`config.mk`:
```
export PLATFORM = sky130hd
export DESIGN_NAME = alu_arbiter
export DESIGN_NICKNAME = d
export VERILOG_FILES = /design/src/rtl/alu_arbiter.sv
export SDC_FILE = /design/constraint.sdc
export NUM_CORES = 1
export LEC_CHECK = 0
export ABC_AREA = 1
export BUFFER_PORTS_ARGS = -buffer_cell sky130_fd_sc_hd__buf_4
export CORE_ASPECT_RATIO = 0.7
export CORE_MARGIN = 4
export CORE_UTILIZATION = 49
export DETAILED_ROUTE_END_ITERATION = 8
export PLACE_DENSITY = 0.93
export SLEW_MARGIN = 20
export SYNTH_ARGS = -nofsm -noshare
export SYNTH_HDL_FRONTEND = slang
export SYNTH_SLANG_ARGS = --single-unit
```
`constraint.sdc`:
```
create_clock -name clk -period 2.4 [get_ports clk]
set_clock_uncertainty 0.15 [all_clocks]
set_input_delay 0.24 -clock clk [delete_from_list [all_inputs] [get_ports clk]]
set_output_delay 0.24 -clock clk [all_outputs]
set_load 0.03 [all_outputs]
```
`src/rtl/alu_arbiter.sv`:
```
// Round-robin arbiter sharing one combinational ALU between two requesters.
// Each operation is accepted in IDLE, executed for one cycle, then held in RESP until consumed.
module alu_arbiter #(
  parameter int unsigned DATA_W = 32,
  parameter int unsigned OPC_W  = 4
) (
  input  logic              clk,
  input  logic              rst,

  input  logic              req0_valid,
  output logic              req0_ready,
  input  logic [DATA_W-1:0] req0_data1,
  input  logic [DATA_W-1:0] req0_data2,
  input  logic [OPC_W-1:0]  req0_opcode,
  output logic              resp0_valid,
  input  logic              resp0_ready,
  output logic [DATA_W-1:0] resp0_result,

  input  logic              req1_valid,
  output logic              req1_ready,
  input  logic [DATA_W-1:0] req1_data1,
  input  logic [DATA_W-1:0] req1_data2,
  input  logic [OPC_W-1:0]  req1_opcode,
  output logic              resp1_valid,
  input  logic              resp1_ready,
  output logic [DATA_W-1:0] resp1_result,

  output logic [DATA_W-1:0] alu_data1,
  output logic [DATA_W-1:0] alu_data2,
  output logic [OPC_W-1:0]  alu_opcode,
  input  logic [DATA_W-1:0] alu_result,

  output logic              busy,
  output logic              last_grant
);

  typedef enum logic [1:0] {StIdle, StExec, StResp} state_e;

  state_e              state_q;
  logic [DATA_W-1:0]   data1_q;
  logic [DATA_W-1:0]   data2_q;
  logic [OPC_W-1:0]    opcode_q;
  logic                owner_q;
  logic [DATA_W-1:0]   result_q;
  logic                last_grant_q;

  logic                gnt0;
  logic                gnt1;
  logic                accept;
  logic                resp_hs;

  // On a tie the port that did not win last time is granted.
  always_comb begin
    gnt0 = 1'b0;
    gnt1 = 1'b0;
    if (!rst && (state_q == StIdle)) begin
      if (req0_valid && req1_valid) begin
        gnt0 = last_grant_q;
        gnt1 = ~last_grant_q;
      end else begin
        gnt0 = req0_valid;
        gnt1 = req1_valid;
      end
    end
  end

  assign accept  = gnt0 | gnt1;
  assign resp_hs = (state_q == StResp) && (owner_q ? resp1_ready : resp0_ready);

  always_ff @(posedge clk) begin
    if (rst) begin
      state_q      <= StIdle;
      data1_q      <= '0;
      data2_q      <= '0;
      opcode_q     <= '0;
      owner_q      <= 1'b0;
      result_q     <= '0;
      last_grant_q <= 1'b1;
    end else begin
      unique case (state_q)
        StIdle: begin
          if (accept) begin
            data1_q      <= gnt1 ? req1_data1  : req0_data1;
            data2_q      <= gnt1 ? req1_data2  : req0_data2;
            opcode_q     <= gnt1 ? req1_opcode : req0_opcode;
            owner_q      <= gnt1;
            last_grant_q <= gnt1;
            state_q      <= StExec;
          end
        end
        StExec: begin
          result_q <= alu_result;
          state_q  <= StResp;
        end
        StResp: begin
          if (resp_hs) begin
            state_q <= StIdle;
          end
        end
        default: state_q <= StIdle;
      endcase
    end
  end

  assign req0_ready   = gnt0;
  assign req1_ready   = gnt1;

  assign resp0_valid  = (state_q == StResp) && !owner_q;
  assign resp1_valid  = (state_q == StResp) && owner_q;
  assign resp0_result = owner_q ? '0 : result_q;
  assign resp1_result = owner_q ? result_q : '0;

  // Opcode 0 is the ALU NOP, so the ALU idles outside the execute cycle.
  assign alu_data1    = data1_q;
  assign alu_data2    = data2_q;
  assign alu_opcode   = (state_q == StExec) ? opcode_q : '0;

  assign busy         = (state_q != StIdle);
  assign last_grant   = last_grant_q;

endmodule

```
# --- Word level (Yosys, flattened, before mapping) ---
# Cells that the tools add are included.
classes:
  n_eq_ne: 4
  muxes: 14
  n_bitwise: 2
  n_reduce_logical: 11
op_table:
  columns: ["operator", "n"]
  rows:
  - ["2-to-1 mux 32 bit", 4]
  - ["2-to-1 mux 4 bit", 2]
  - ["one-hot mux 2 bit (3 select lines)", 1]
  - ["logical AND 1 bit", 5]
  - ["2-to-1 mux 1 bit", 5]
  - ["2-to-1 mux 2 bit", 2]
  - ["inequality test 2 bit, second input constant", 2]
  - ["AND reduction 2 bit", 2]
  - ["equality test 2 x 1 -> 1 bit, second input constant", 1]
  - ["equality test 2 bit, second input constant", 1]
  - ["logical NOT 1 bit", 2]
  - ["logical NOT 2 bit", 1]
  - ["nonzero test 2 bit", 1]
  - ["NOT 1 bit", 1]
  - ["bitwise OR 1 bit", 1]
totals:
  regBits: 104
  input_bits: 174
  output_inout_bits: 138

# --- Depth between registers and ports, before layout ---
logic_depth:
  word_depth: 6
  depth_mapped: 9
  ltp_nobuf: 8

# --- Worst setup path after synthesis ---
# Ideal clock, no wire load.
synth_path:
  kind: "flip-flop to output port"
  startpoint: "reg state_q[0]"
  endpoint: "out req1_ready"
  t_arrival_ps: 1340
  required_time_ps: 2010
  path_slack_ps: 670
  path_stages_with_launch: 7
  cell_sequence: "dfxtp_1 inv_2 nand2_1 nor2_2 nand2_1 buf_2 inv_1"
synth_via:
  elab_chain_len: 3
synth_lines:
  columns: ["element", "line", "source"]
  rows:
  - ["from (decl)", "39", "state_e state_q;"]
  - ["from (signal assigned)", "72", "state_q <= StIdle;"]
  - ["from (signal assigned)", "88", "state_q <= StExec;"]
  - ["from (signal assigned)", "93", "state_q <= StResp;"]
  - ["logical NOT 2 bit", "56", "if (!rst && (state_q == StIdle)) begin"]
  - ["logical AND 1 bit", "56", null]
  - ["2-to-1 mux 1 bit", "56", null]
  - ["to (decl)", "20", "output logic req1_ready,"]
# Every way passes these cells.

# --- Worst setup path after layout ---
layout_path:
  startpoint: "in rst"
  endpoint: "out req0_ready"
layout_via:
  elab_chain_len: 3
layout_lines:
  columns: ["element", "line", "source"]
  rows:
  - ["from (decl)", "8", "input logic rst,"]
  - ["logical NOT 1 bit", "56", null]
  - ["logical AND 1 bit", "56", null]
  - ["2-to-1 mux 1 bit", "56", null]
  - ["to (decl)", "11", "output logic req0_ready,"]
# Every way passes these cells.

==> metrics.yaml <==
global_route:
  grt_max_degree: 52
  antenna_found_initial: 0
  grt_overflow: 0
  grt_pass1_vias: 6207
  grt_pass1_wl_um: 29660
  grtUsageTotal: 0.2556
clock_tree:
  cts.sinks: 104
  htreeDepth: 3
  cts_root_buf: "clkbuf_16"
  cts_made_buffers: 9
  cts_tree: "done"
  path_clk_slew_ns: 0.07
  clock_latency_ns: 0.33
  cts_setup_buffers: 0
  max-clock-path-buffers: 2
worst_setup_path:
  crit_buf_inv: 5
  critical_path.top_delay_family: "buffers and inverters"
  worst_ep_required_time_ns: 2.01
  critPathSlowestCell: "dlygate4sd3_1"
  path_cells: "dlygate4sd3_1, buf_4, inv_2, nand3_2, buf_4, nor2_1, buf_4"
  crit_path_end_kind: "output pin"
  crit_top_cell: "buf_4"
  cp.arrival_ns: 1.69
  slowest_delay_ns: 0.55
  critPathMaxFanout: 24
  cp-start-kind: "primary input"
  criticalPathCategory: "primary input to output pin"
placement:
  gp_congestion: 0.8541
  io_buffers: 311
  dp_slack_ns: 0.7353
  dp_hpwl_um: 14120
yosys:
  ys_warn_count: 0
  yosysUniqueCellTypes: 18
  ys_seq_area_frac: 0.3519
  synthesis.area_um2: 5917
  synth_top_area_cell: "dfxtp_1"
  postSynthAreaPerCell_um2: 5.864
  synth-seq-cells: 104
  netlist.area_leader.share: 0.3519
  syn_inst: 1009
  synth_nets: 1183
  synth_area_leaders: "dfxtp_1 (35%), nand3_1 (18%), inv_1 (17%), nand2_1 (15%), a21oi_1 (2.9%)"
layout:
  area_growth_pct: 44.96
  utilization: 0.7289
  final_cell_mix: "buf_4 (327), inv_1 (270), nand2_1 (240)"
  nNetsFinal: 1456
  drive_gt1_frac: 0.2758
  layout_commonest_cell: "buf_4"
  diodes: 0
routing:
  finalWirelength_um: 18920
  final_antenna_net_count: 0
  viasPerCell: 4.742
  remaining_drc_errors: 0
  drt-initial-drc-count: 415
  num_vias: 6847
  wl_per_cell_um: 13.10
  firstDrtPassIters: 5
die:
  fp.dieArea_um2: 13930
  initial_core_util: 0.5028
  die_h_um: 99.94
  die_x_um: 139.3
  io_pins: 312
  rows: 33
  core_um2: 11770
sta:
  hold_viol_final: 0
  max_freq_mhz: 480.2
  fin_crit_ns: 2.082
  worst_slew_pin_slew_ns: 0.5017
  fin_crit_sh: 0.8676
  slew_headroom: 0.6656
  fin_setup_tns_ns: 0
  setup_violations: 0
  drv_slew: 0
  setup_ws_ns: 0.3177
  rsz0062_at_grt: "false"
power_and_ir_drop:
  p_leak_nw: 5.493
  power-per-cell-area_nw_per_um2: 631.9
  peakVddDrop_mv: 0.3378
flow_run:
  cap_violations: 0
min_path:
  hold_class: "primary input to register"
status:
  status: "complete, no violations"
-- tightest hold or removal path, cell delays in order --
cell	delay (ns)
buf_4	0.07
o21ai_0	0.07
a21oi_1	0.10
-- flip-flops by register name (all words and copies together), names as in the netlist --
name / count
opcode_q: 4
alu_data1: 32
alu_data2: 32
owner_q: 1
last_grant: 1
result_q: 32
state_q: 2
-- cell type report --
class,count,area [um2]
clock inverters,5,33.78
repair buffers,330,2505
multi-input cells,562,2494
fillers,979,3191
clock buffers,11,232.7
inverters,275,1032
well taps,157,196.4
flip-flops and latches,104,2083
-- worst paths after layout --
check | startpoint | endpoint | slack (ns) | depth (start not counted)
setup / recovery | rst | req0_ready | 0.32 | 7
hold / removal | alu_result[15] | result_q[15] | 0.03 | 3
setup reg to reg | state_q[0] | alu_data2[1] | 0.71 | 7
hold reg to reg | result_q[16] | result_q[16] | 0.32 | 2
-- layer usage --
layer	vias up	wire length (um)	GRT usage
met5	-	0	0
met1	3033	7670	0.2996
li1	3523	-	-
met4	0	409	0.07143
met3	32	1534	0.07524
met2	259	9302	0.4588
-- what timing repair did --
action | in CTS | in global routing
hold buffers | 1 | 0
resized for setup | 0 | 0
hold endpoints to repair | 2 | 0
-- metrics by stage --
step	area, um2	power (mW)	hold slack (ns)	instances
floorplan	5917	3.347	0.1591	1009
global placement	8300	4.072	0.3047	1427
detailed placement	8300	4.122	0.3006	1427
CTS	8577	5.459	0.02169	1444
global route	8577	5.730	0.02627	1444
finish	8577	5.419	0.03257	1444
-- kinds of logic (layout without fill, tap and decap cells) --
family | count (synthesis) | count (layout) | share of synthesized area
buffers and inverters | 343 | 621 | 0.2296
AO/OA/AOI/OAI | 67 | 67 | 0.05731
AND/OR/NAND/NOR | 495 | 495 | 0.3612
flip-flops | 104 | 104 | 0.3519
-- where the power goes --
| group | total (mW) | switching [mW] | internal [mW] | leakage, nW |
|---|---|---|---|---|
| clock | 1.33 | 0.631 | 0.703 | 0.126 |
| sequential | 2.06 | 0.119 | 1.94 | 0.860 |
| combinational | 2.02 | 1.25 | 0.777 | 4.51 |
| total | 5.42 | 2.00 | 3.42 | 5.49 |
-- synthesized netlist by cell type --
cell type    n
inv_1      270
buf_1        4
nand3_1    207
inv_2        3
buf_2       30
nand3_2      2
o21ai_0     32
a21oi_1     34
a21oi_2      1
clkbuf_1    26
nor2_2       2
nand2_1    242
buf_4        7
nand2_2      1
dfxtp_1    104
clkinv_1     2
buf_6        1
nor2_1      41
No activity file was read; power rests on OpenSTA's default activity.
